File: src/rtl/instr_fetch_unit_pkg.sv
// Shared definitions for the instruction fetch unit:
//   - FSM state encoding
//   - opcode field position and default HALT opcode
//   - word-alignment check value for NPC[1:0]
package instr_fetch_unit_pkg;

  typedef enum logic [2:0] {
    IDLE  = 3'd0,
    REQ   = 3'd1,
    EXEC  = 3'd2,
    HALT  = 3'd3,
    FAULT = 3'd4
  } ifu_state_e;

  localparam int unsigned OPC_MSB = 31;
  localparam int unsigned OPC_LSB = 26;

  localparam logic [5:0] HALT_OPCODE_DEFAULT = 6'b111111;

  localparam logic [1:0] WORD_ALIGN = 2'b00;

  // Instruction opcode field
  function automatic logic [5:0] opcode_of(input logic [31:0] instr);
    return instr[OPC_MSB:OPC_LSB];
  endfunction

endpackage

File: src/rtl/instr_fetch_unit_pc_register.sv
// Architectural PC register with its PC+4 incrementer.
// Ports:
//   clk       - system clock, rising edge
//   rst       - asynchronous active-high reset (PC <= RESET_PC)
//   load_i    - load d_i into PC on the next rising edge
//   d_i       - new PC value
//   pc_o      - current PC
//   pc_plus_o - PC + 4, modulo 2^32
module pc_register #(
  parameter logic [31:0] RESET_PC = 32'h0000_0000
) (
  input  logic        clk,
  input  logic        rst,
  input  logic        load_i,
  input  logic [31:0] d_i,
  output logic [31:0] pc_o,
  output logic [31:0] pc_plus_o
);

  logic [31:0] pc_q;

  always_ff @(posedge clk or posedge rst) begin
    if (rst) begin
      pc_q <= RESET_PC;
    end else if (load_i) begin
      pc_q <= d_i;
    end
  end

  assign pc_o      = pc_q;
  assign pc_plus_o = pc_q + 32'd4;

endmodule

File: src/rtl/instr_fetch_unit.sv
// Fetch-side sequencer: holds the PC, fetches one word over a req/ack
// handshake, presents IR/PC/PC_plus to decode/execute, then waits for a
// committed NPC before fetching again. Stops on HALT opcode or misaligned NPC.
// Ports:
//   clk, rst              - clock (rising edge), async active-high reset
//   start                 - leave IDLE and begin fetching (IDLE only)
//   IMEM_req/IMEM_addr    - fetch request and address (address = PC)
//   IMEM_ack/IMEM_data    - fetch completion and instruction word
//   IR, IR_valid          - captured instruction and its valid flag
//   PC, PC_plus           - address of IR and PC+4
//   NPC, NPC_valid        - next PC and its one-cycle commit strobe
//   halted, fault         - terminal status flags
//   instr_count           - saturating committed-instruction counter
module instr_fetch_unit
  import instr_fetch_unit_pkg::*;
#(
  parameter logic [31:0] RESET_PC    = 32'h0000_0000,
  parameter logic [5:0]  HALT_OPCODE = HALT_OPCODE_DEFAULT
) (
  input  logic        clk,
  input  logic        rst,
  input  logic        start,
  output logic        IMEM_req,
  output logic [31:0] IMEM_addr,
  input  logic        IMEM_ack,
  input  logic [31:0] IMEM_data,
  output logic [31:0] IR,
  output logic        IR_valid,
  output logic [31:0] PC,
  output logic [31:0] PC_plus,
  input  logic [31:0] NPC,
  input  logic        NPC_valid,
  output logic        halted,
  output logic        fault,
  output logic [31:0] instr_count
);

  ifu_state_e  state_q;
  logic [31:0] ir_q;
  logic [31:0] count_q;
  logic        npc_aligned;
  logic        pc_load;

  assign npc_aligned = (NPC[1:0] == WORD_ALIGN);
  assign pc_load     = (state_q == EXEC) && NPC_valid && npc_aligned;

  pc_register #(
    .RESET_PC (RESET_PC)
  ) u_pc (
    .clk       (clk),
    .rst       (rst),
    .load_i    (pc_load),
    .d_i       (NPC),
    .pc_o      (PC),
    .pc_plus_o (PC_plus)
  );

  always_ff @(posedge clk or posedge rst) begin
    if (rst) begin
      state_q <= IDLE;
      ir_q    <= '0;
      count_q <= '0;
    end else begin
      case (state_q)
        IDLE: begin
          if (start) begin
            state_q <= REQ;
          end
        end
        REQ: begin
          if (IMEM_ack) begin
            ir_q <= IMEM_data;
            if (opcode_of(IMEM_data) == HALT_OPCODE) begin
              state_q <= HALT;
            end else begin
              state_q <= EXEC;
            end
          end
        end
        EXEC: begin
          if (NPC_valid) begin
            if (!npc_aligned) begin
              state_q <= FAULT;
            end else begin
              if (count_q != '1) begin
                count_q <= count_q + 32'd1;
              end
              state_q <= REQ;
            end
          end
        end
        default: begin
          // HALT and FAULT are terminal until reset
          state_q <= state_q;
        end
      endcase
    end
  end

  // Status outputs decode the registered state only, so an async reset
  // drops IMEM_req immediately and no input reaches an output directly.
  assign IMEM_req    = (state_q == REQ);
  assign IMEM_addr   = PC;
  assign IR          = ir_q;
  assign IR_valid    = (state_q == EXEC);
  assign halted      = (state_q == HALT);
  assign fault       = (state_q == FAULT);
  assign instr_count = count_q;

endmodule

File: config.mk
export PLATFORM = sky130hd
export DESIGN_NAME = instr_fetch_unit
export DESIGN_NICKNAME = d
export VERILOG_FILES = /design/src/rtl/instr_fetch_unit_pkg.sv /design/src/rtl/instr_fetch_unit_pc_register.sv /design/src/rtl/instr_fetch_unit.sv
export SDC_FILE = /design/constraint.sdc
export NUM_CORES = 1
export LEC_CHECK = 0
export ABC_AREA = 0
export CAP_MARGIN = 20
export CORE_MARGIN = 1
export CORE_UTILIZATION = 46
export CTS_BUF_LIST = sky130_fd_sc_hd__clkbuf_8
export DETAILED_ROUTE_END_ITERATION = 10
export MAX_ROUTING_LAYER = met4
export PLACE_DENSITY = 0.91
export SETUP_SLACK_MARGIN = 0.4
export SLEW_MARGIN = 10
export SYNTH_ARGS = -nofsm -noshare
export SYNTH_HDL_FRONTEND = slang
export SYNTH_SLANG_ARGS = --single-unit
File: constraint.sdc
create_clock -name clk -period 5.14 [get_ports clk]
set_clock_uncertainty 0.05 [all_clocks]
set_input_delay 1.028 -clock clk [delete_from_list [all_inputs] [get_ports clk]]
set_output_delay 1.028 -clock clk [all_outputs]
set_load 0.01 [all_outputs]
Word-level counts from Yosys, hierarchy flattened:

Cells that the tools add are included.

* register bits: 99
* bits of input ports: 69
* output and inout port bits: 164
* logic and storage cells: 29

* $add $sub $neg: 2
* equality and inequality tests: 9
* multiplexer cells: 6
* reduce and logical (&&, ||, !) cells: 8

Operator list (count)
* 32-bit by 1-bit adder with 32-bit output, second input constant: 1
* 32-bit by 3-bit adder with 32-bit output, second input constant: 1
* 32-bit inequality test, second input constant: 1
* 3-bit two-way mux: 4
* 3-bit one-hot mux with 3 select lines: 1
* 4-bit AND reduction: 2
* 3-bit by 2-bit == test with 1-bit output, second input constant: 2
* 6-bit == test, second input constant: 1
* 2-bit by 1-bit inequality test with 1-bit output, second input constant: 2
* 3-bit by 1-bit == test with 1-bit output, second input constant: 1
* 3-bit == test, second input constant: 1
* 3-bit zero test: 1
* 3-bit nonzero test: 1
* 1-bit logical AND: 2
* 2-bit zero test: 1
* 2-bit inequality test, second input constant: 1
* 2-bit AND reduction: 1
* 1-bit two-way mux: 1

Depth between registers and ports, before layout:

Gate-level depths: netlist of run 1.

* depth in word-level cells: 4
* depth in mapped cells: 7
* depth with buffers taken out: 6

By module:

From an unflattened synthesis of run 1, not the netlist that was laid out.

* cell total of the unflattened synthesis: 410
* area, all modules: 4931.0 sq um

By module, submodules not included
* instr_fetch_unit: times used 1, cells each 257, area each 3161.8 sq um, seq. area each 1676.6 sq um
* pc_register: times used 1, cells each 153, area each 1769.2 sq um, seq. area each 800.8 sq um

Worst setup path before layout of run 1:

No wires, ideal clock.

* path kind: register -> output
* start: reg u_pc.pc_q[15] (netlist: u_pc.pc_o[15])
* end: out PC_plus[31]
* arrival time: 1.637 ns
* required time: 4.062 ns
* path slack: 2.425 ns
* cell stages (with the launch flop): 6
* path buffers: 0
* cells stage by stage: dfrtp_1 > nand4_1 > nor4_2 > nand2_1 > nor3_1 > xor2_1

* longest elaborated chain between the ends: 1

RTL lines
* start, declared: line instr_fetch_unit_pc_register.sv:20 `logic [31:0] pc_q;`
* start signal, assigned: line instr_fetch_unit_pc_register.sv:26 `pc_q <= d_i;`
* 32-bit by 3-bit adder with 32-bit output: line instr_fetch_unit_pc_register.sv:31 `assign pc_plus_o = pc_q + 32'd4;`
* end, declared: line instr_fetch_unit.sv:30 `output logic [31:0] PC_plus,`

No other way between the ends.

Worst setup path in the final report of run 1:

Same ends and word-level chain as after synthesis.

==> impl_summary.log, run 1 <==
[metrics] Crit-path slowest cell: sky130_fd_sc_hd__clkdlybuf4s50_1
[metrics] net count after synthesis: 562
[metrics] cell area after technology mapping: 0.00506 mm²
[metrics] endpoint kind of the worst setup timing path: primary output
[metrics] crit-path max cell delay: 550 ps
[metrics] most common cell after layout, fill and taps aside: sky130_fd_sc_hd__clkdlybuf4s50_1
[metrics] nature of the critical path startpoint: flop
[metrics] worst-margin pin slew: 832 ps
[metrics] slack of the worst reg-to-reg path: 2830 ps
[metrics] detailed-route vias per instance: 5.30
[metrics] number of buffers inserted by post-CTS setup repair: 0
[metrics] final net count: 760
[metrics] vias in the first global route: 4512
[metrics] number of DRC violations after detailed-routing iteration 0: 177
[metrics] number of max-cap violations: 0
[metrics] number of clock buffers inserted by TritonCTS: 9
[metrics] adder and majority cell fraction of the synthesized area: 0.494%
[metrics] simple logic cell fraction of the synthesized area: 23.5%
[metrics] launch instance of the worst register-to-register path: instr_count[0]
[metrics] per-instance average area after synthesis: 10.3 µm²
[metrics] first-pass GRT wire length: 22400 µm
[metrics] maximum level of the CTS H-tree: 3
[metrics] highest achievable clock rate: 260 MHz
[metrics] GRT Util Overall: 26.0%
[metrics] die outline area: 0.0114 mm²
[metrics] footprint of the flip-flops and latches: 0.00248 mm²
[metrics] CP Data Required Time: 4060 ps
[metrics] final hold viol count: 0
[metrics] sinks on the clock net: 99
[metrics] Multi-input gate area: 0.00222 mm²
[metrics] area of the placeable core: 0.0105 mm²
[metrics] area growth from synthesis to final layout: 48.0%
[metrics] Critical R2R Capture: instr_count[17]
[metrics] cell area power density: 485 mW/mm²
[metrics] cell leakage power: 0.00326 µW
[metrics] minimum clock period after layout: 3840 ps
[metrics] dominant combinational cell family by area after synthesis: simple AND/OR/NAND/NOR gates
[metrics] number of distinct library cell variants in the gate-level netlist after synthesis: 42
[metrics] Antenna diodes: 0
[metrics] total buffers and inverters traversed by the critical path: 1
[metrics] clock latency at the later pin of the worst-skew pair: 350 ps
[metrics] CTS tree: done
[metrics] starting density of the core: 48.2%
[metrics] fraction of synthesized cell area in xor and xnor cells: 9.69%
[metrics] number of max-slew violations in the final report: 0
[metrics] final routed wire length divided by cell count: 17.2 µm
[metrics] run status: complete, no violations
[metrics] maximum number of pins on one net before global-route repair: 69
[metrics] Clock Root Buffer: sky130_fd_sc_hd__clkbuf_8
[metrics] clock transition time at the flip-flop clock pins of the worst setup and hold paths: 90 ps
[metrics] number of standard cells after synthesis: 491
[metrics] via count of the routed design: 4397
[metrics] share of final-layout standard cells stronger than drive strength 1: 9.80%
[metrics] multiplexer share of the synthesized area: 7.96%
[metrics] Bufs on Longest Clock Path: 2
[metrics] Placed Area: 0.00725 mm²
[metrics] peak supply drop: 296 µV
[metrics] Setup Crit Path Kind: flop to primary output
[metrics] arrival time of data at the critical path endpoint: 2760 ps
[metrics] post-cts gate resize count: 0
[metrics] number of buffers inserted by hold repair at cts: 0
[metrics] endpoint of the worst hold path: instr_count[31]
[metrics] count of cells along the worst hold path: 1
[metrics] # setup viols final: 0
[metrics] dominant delay contributor by cell family on the critical path: simple AND/OR/NAND/NOR gates
[metrics] standard-cell row count: 37
[metrics] Worst Hold Launch: instr_count[31]
[metrics] routability-driven placement congestion ratio: 0.965
[metrics] normalized max-slew margin: 44.5%
[metrics] fill cell instance count of the final layout: 757
[metrics] DP Wirelength: 11000 µm
[metrics] setup repair after global routing missed its margin: false
[metrics] Worst Path Max Fanout: 7
[metrics] number of buffers inserted by port buffering: 232
[metrics] Yosys warnings: 0
[metrics] first drt pass iteration count: 4
[metrics] Antenna Nets Post-Route: 0
[metrics] fraction of the mapped netlist area in compound gates: 2.13%
[metrics] worst-path cell chain: nand4_1 > nor4_2 > nand2_1 > nor3_1 > xor2_1 > clkdlybuf4s50_1
[metrics] cell area after layout: 0.00749 mm²
[metrics] number of cell instances on the worst register-to-register path: 6
[metrics] # DRC: 0
[metrics] worst hold-check path type: flop to flop
[metrics] number of antenna violations at the first check in global routing: 0
[metrics] final worst-path cycle share: 74.7%
[metrics] GRT overflow: 0
[metrics] commonest cells after routing, fill and taps aside: sky130_fd_sc_hd__clkdlybuf4s50_1 (232), sky130_fd_sc_hd__nand2_1 (107), sky130_fd_sc_hd__dfrtp_1 (99)
[metrics] number of top-level pins: 233
[metrics] total wirelength of the detailed-routed design: 14300 µm
[metrics] Die W: 107 µm
[metrics] vertical die dimension: 107 µm
[metrics] FF+latch count, synth: 99
[metrics] total negative setup slack: 0 ps
[metrics] sequential-to-total area share from yosys stat: 48.9%
final cells by class:
type,count,area share [%]
clock inverters,6,1.40
repair buffers,235,31.3
inverters,10,0.534
multi-input cells,334,29.6
flip-flops and latches,99,33.1
well taps,136,2.27
clock buffers,10,1.84
cell families after synthesis:
logic type / count (synthesis)
multiplexers: 36
adder cells (fa/ha/maj): 2
XOR/XNOR: 56
buffers and inverters: 58
flip-flops: 99
AND/OR/NAND/NOR: 224
AO/OA/AOI/OAI: 16
power by group:
group	internal [µW]	switching (µW)	total, µW
registers	1030	298	1330
logic	1050	654	1710
clock network	334	264	598
worst max-delay path by stage:
stage                  start           to  slack, ps  cells after the start
2_1_floorplan            rst        IR[0]       1470                      1
3_3_place_gp   u_pc.pc_o[15]  PC_plus[31]       1780                      6
3_5_place_dp   u_pc.pc_o[15]  PC_plus[31]       1680                      6
4_1_cts        u_pc.pc_o[15]  PC_plus[31]       1270                      6
5_1_grt         u_pc.pc_o[3]  PC_plus[28]       1150                      7
6_report       u_pc.pc_o[15]  PC_plus[31]       1300                      6
cells in the mapped netlist:
library cell | instances | area [µm²]
sky130_fd_sc_hd__nand3_1 | 19 | 95.1
sky130_fd_sc_hd__xor2_1 | 28 | 245
sky130_fd_sc_hd__or4_4 | 1 | 11.3
sky130_fd_sc_hd__and4b_1 | 1 | 10.0
sky130_fd_sc_hd__and2_1 | 2 | 12.5
sky130_fd_sc_hd__dfrtp_1 | 99 | 2480
sky130_fd_sc_hd__o21ai_0 | 8 | 40.0
sky130_fd_sc_hd__nor3_1 | 12 | 60.1
sky130_fd_sc_hd__o31ai_1 | 1 | 7.51
sky130_fd_sc_hd__buf_6 | 2 | 22.5
sky130_fd_sc_hd__clkbuf_1 | 5 | 18.8
sky130_fd_sc_hd__nand4_2 | 2 | 25.0
sky130_fd_sc_hd__ha_1 | 2 | 25.0
sky130_fd_sc_hd__nor4b_1 | 1 | 8.76
sky130_fd_sc_hd__nand2b_1 | 1 | 6.26
sky130_fd_sc_hd__nor4_2 | 6 | 75.1
sky130_fd_sc_hd__xnor2_1 | 28 | 245
sky130_fd_sc_hd__a41oi_1 | 1 | 8.76
sky130_fd_sc_hd__nand4_4 | 1 | 21.3
sky130_fd_sc_hd__inv_1 | 10 | 37.5
sky130_fd_sc_hd__nor3b_1 | 2 | 15.0
sky130_fd_sc_hd__nor2_1 | 27 | 101
sky130_fd_sc_hd__mux2_2 | 33 | 372
sky130_fd_sc_hd__buf_1 | 2 | 7.51
sky130_fd_sc_hd__a31oi_4 | 1 | 21.3
sky130_fd_sc_hd__a21oi_1 | 3 | 15.0
sky130_fd_sc_hd__nand4b_1 | 1 | 8.76
sky130_fd_sc_hd__or3_1 | 2 | 12.5
sky130_fd_sc_hd__nand4_1 | 21 | 131
sky130_fd_sc_hd__nor3_2 | 1 | 10.0
sky130_fd_sc_hd__and3_1 | 6 | 37.5
sky130_fd_sc_hd__nor4_4 | 3 | 63.8
sky130_fd_sc_hd__o21bai_1 | 1 | 7.51
sky130_fd_sc_hd__o21a_1 | 1 | 7.51
sky130_fd_sc_hd__mux2i_1 | 2 | 20.0
sky130_fd_sc_hd__nand2_1 | 107 | 402
sky130_fd_sc_hd__and3_4 | 1 | 11.3
sky130_fd_sc_hd__buf_4 | 34 | 255
sky130_fd_sc_hd__buf_2 | 5 | 25.0
sky130_fd_sc_hd__mux2_1 | 1 | 11.3
sky130_fd_sc_hd__nand3b_4 | 1 | 20.0
sky130_fd_sc_hd__and4_1 | 6 | 52.6
sequential cells by signal, indices dropped and copies added, names as in the netlist:
| register | count |
|---|---|
| IR | 32 |
| u_pc.pc_o | 32 |
| state_q | 3 |
| instr_count | 32 |
metal layers:
metal	GRT usage, %	share of wire [%]
met4	9.30	2.9
met5	-	0
met2	47.3	54
met3	4.50	5.5
met1	28.6	38
per-stage QoR:
stage | hold WS (ps) | worst slack (ps) | utilization, % | power, µW | cells
after floorplan | 466 | 1470 | - | 2050 | 491
after global placement | 439 | 1780 | 69.0 | 3000 | 814
after detailed placement | 439 | 1680 | 69.0 | 3060 | 814
after CTS | 456 | 1270 | 71.3 | 3660 | 830
after global routing | 480 | 1150 | 71.3 | 3810 | 830
final | 461 | 1300 | 71.3 | 3630 | 830
Power figures use the tool's default switching activity.
==> run 2: changes to the inputs <==
--- a/config.mk
+++ b/config.mk
@@ -8,11 +8,11 @@
 export ABC_AREA = 0
 export CAP_MARGIN = 20
 export CORE_MARGIN = 1
-export CORE_UTILIZATION = 46
+export CORE_UTILIZATION = 39
 export CTS_BUF_LIST = sky130_fd_sc_hd__clkbuf_8
 export DETAILED_ROUTE_END_ITERATION = 10
 export MAX_ROUTING_LAYER = met4
-export PLACE_DENSITY = 0.91
+export PLACE_DENSITY = 0.82
 export SETUP_SLACK_MARGIN = 0.4
 export SLEW_MARGIN = 10
 export SYNTH_ARGS = -nofsm -noshare
==> constraint.sdc (replaced) <==
create_clock -name clk -period 3.2 [get_ports clk]
set_clock_uncertainty 0.05 [all_clocks]
set_input_delay 0.64 -clock clk [delete_from_list [all_inputs] [get_ports clk]]
set_output_delay 0.64 -clock clk [all_outputs]
set_load 0.01 [all_outputs]
==> impl_summary.log, run 2 (synthesized netlist as in run 1, its figures left out) <==
[metrics] starting density of the core: 40.1% (was 48.2%)
[metrics] worst hold-check path type: flop to flop (unchanged)
[metrics] Placed Area: 0.00737 mm² (was 0.00725 mm²)
[metrics] number of clock buffers inserted by TritonCTS: 9 (unchanged)
[metrics] routability-driven placement congestion ratio: 0.894 (was 0.965)
[metrics] CP Data Required Time: 2510 ps (was 4060 ps)
[metrics] crit-path max cell delay: 380 ps (was 550 ps)
[metrics] most common cell after layout, fill and taps aside: sky130_fd_sc_hd__clkdlybuf4s50_1 (unchanged)
[metrics] GRT Util Overall: 24.1% (was 26.0%)
[metrics] launch instance of the worst register-to-register path: instr_count[0] (unchanged)
[metrics] area of the placeable core: 0.0126 mm² (was 0.0105 mm²)
[metrics] run status: complete, no violations (unchanged)
[metrics] standard-cell row count: 41 (was 37)
[metrics] die outline area: 0.0134 mm² (was 0.0114 mm²)
[metrics] final worst-path cycle share: 90.1%
[metrics] Clock Root Buffer: sky130_fd_sc_hd__clkbuf_8 (unchanged)
[metrics] endpoint kind of the worst setup timing path: primary output (unchanged)
[metrics] vertical die dimension: 116 µm (was 107 µm)
[metrics] share of final-layout standard cells stronger than drive strength 1: 20.0% (was 9.80%)
[metrics] minimum clock period after layout: 2880 ps
[metrics] via count of the routed design: 4625 (was 4397)
[metrics] beginning of the critical path: u_pc.pc_o[10] (was u_pc.pc_o[15])
[metrics] detailed-route vias per instance: 5.10 (was 5.30)
[metrics] number of max-slew violations in the final report: 0 (unchanged)
[metrics] GRT overflow: 0 (unchanged)
[metrics] highest achievable clock rate: 347 MHz
[metrics] first-pass GRT wire length: 24000 µm (was 22400 µm)
[metrics] footprint of the flip-flops and latches: 0.00249 mm² (was 0.00248 mm²)
[metrics] cell area power density: 757 mW/mm² (was 485 mW/mm²)
[metrics] final critical-path setup slack: 316 ps (was 1300 ps)
[metrics] DP Wirelength: 11000 µm (about the same)
[metrics] Antenna Nets Post-Route: 0 (unchanged)
[metrics] cell area after layout: 0.00789 mm² (was 0.00749 mm²)
[metrics] setup repair after global routing missed its margin: true (was false)
[metrics] Most common cell on crit path: sky130_fd_sc_hd__or3_4
[metrics] Worst Hold Launch: instr_count[31] (unchanged)
[metrics] vias in the first global route: 4568 (was 4512)
[metrics] # DRC: 0 (unchanged)
[metrics] commonest cells after routing, fill and taps aside: sky130_fd_sc_hd__clkdlybuf4s50_1 (208), sky130_fd_sc_hd__nand2_1 (106), sky130_fd_sc_hd__dfrtp_1 (85) (was sky130_fd_sc_hd__clkdlybuf4s50_1 (232), sky130_fd_sc_hd__nand2_1 (107), sky130_fd_sc_hd__dfrtp_1 (99))
[metrics] worst-path cell chain: nand4_1 > buf_4 > or3_4 > or3_4 > xnor2_2 > buf_2 (was nand4_1 > nor4_2 > nand2_1 > nor3_1 > xor2_1 > clkdlybuf4s50_1)
[metrics] number of max-cap violations: 0 (unchanged)
[metrics] final routed wire length divided by cell count: 17.4 µm (was 17.2 µm)
[metrics] total negative setup slack: 0 ps (unchanged)
[metrics] Die W: 116 µm (was 107 µm)
[metrics] Antenna diodes: 0 (unchanged)
[metrics] fin cells: 907 (was 830)
[metrics] arrival time of data at the critical path endpoint: 2190 ps (was 2760 ps)
[metrics] total buffers and inverters traversed by the critical path: 2 (was 1)
[metrics] final net count: 801 (was 760)
[metrics] sinks on the clock net: 99 (unchanged)
[metrics] final hold viol count: 0 (unchanged)
[metrics] # setup viols final: 0 (unchanged)
[metrics] clock latency at the later pin of the worst-skew pair: 370 ps (was 350 ps)
[metrics] peak supply drop: 433 µV (was 296 µV)
[metrics] worst setup slack before clock tree synthesis: 93.7 ps (was 1680 ps)
[metrics] worst-margin pin slew: 605 ps (was 832 ps)
[metrics] number of DRC violations after detailed-routing iteration 0: 304 (was 177)
[metrics] fill cell instance count of the final layout: 1007 (was 757)
[metrics] CTS tree: done (unchanged)
[metrics] Final Hold Slack: 456 ps (was 461 ps)
[metrics] total wirelength of the detailed-routed design: 15800 µm (was 14300 µm)
[metrics] Worst Path Max Fanout: 4 (was 7)
[metrics] maximum number of pins on one net before global-route repair: 60 (was 69)
[metrics] number of top-level pins: 233 (unchanged)
[metrics] maximum level of the CTS H-tree: 3 (unchanged)
[metrics] placed cell count: 856 (was 814)
[metrics] normalized max-slew margin: 59.7% (was 44.5%)
[metrics] Bufs on Longest Clock Path: 2 (unchanged)
[metrics] area growth from synthesis to final layout: 55.9% (was 48.0%)
[metrics] clock transition time at the flip-flop clock pins of the worst setup and hold paths: 90 ps (about the same)
[metrics] number of buffers inserted by port buffering: 232 (unchanged)
[metrics] Crit-path slowest cell: sky130_fd_sc_hd__dfrtp_2 (was sky130_fd_sc_hd__clkdlybuf4s50_1)
[metrics] first drt pass iteration count: 5 (was 4)
[metrics] number of antenna violations at the first check in global routing: 0 (unchanged)
[metrics] nature of the critical path startpoint: flop (unchanged)
[metrics] dominant delay contributor by cell family on the critical path: simple AND/OR/NAND/NOR gates (unchanged)
[metrics] cell leakage power: 0.00355 µW (was 0.00326 µW)
[metrics] Setup Crit Path Kind: flop to primary output (unchanged)
[metrics] Multi-input gate area: 0.00229 mm² (was 0.00222 mm²)
## run 2: worst register-to-register path, delay by kind of cell (launching register included)
family | cells | cell delay [ps]
adder cells (fa/ha/maj) | 1 | 280
AND/OR/NAND/NOR | 4 | 1210
XOR/XNOR | 1 | 170
flip-flops | 1 | 460
## run 2: final cells by class
cell class	count	area share, %
repair buffers	276	33.3
multi-input cells	334	29.1
clock inverters	4	0.698
inverters	10	0.523
well taps	172	2.73
clock buffers	12	2.09
flip-flops and latches	99	31.6
## run 2: routing by layer
| layer | GRT usage (%) | part of all wire [%] | wire length, µm | up-vias |
|---|---|---|---|---|
| met1 | 26.4 | 38 | 6010 | 2269 |
| met3 | 4.86 | 6.2 | 979 | 32 |
| li1 | - | - | - | 2108 |
| met5 | - | 0 | 0 | - |
| met2 | 42.7 | 54 | 8450 | 216 |
| met4 | 9.91 | 2.2 | 341 | 0 |
## run 2: stage by stage
step / utilization, % / total power (µW)
floorplan: - / 3290
global placement: 58.4 / 4860
detailed placement: 58.4 / 4930
CTS: 62.0 / 5940
global route: 62.5 / 6320
finish: 62.5 / 5980
## run 2: where the power goes
part	internal [µW]	switching (µW)
sequential	1670	349
combinational	1790	1280
clock	431	452
## run 2: worst paths after layout
check	to	slack [ps]	cells after the start
worst max-delay path	PC_plus[21]	320	6
worst min-delay path	instr_count[31]	460	1
worst max register to register	instr_count[19]	920	6
worst min register to register	instr_count[31]	460	1
max in group asynchronous	u_pc.pc_o[5]	1940	3
min in group asynchronous	u_pc.pc_o[19]	470	2
## run 2: what timing repair did
action	CTS	global route
resized for setup	56	24
hold buffers	0	0
setup buffers	27	8
setup endpoints to repair	23	16
pin swaps	8	6
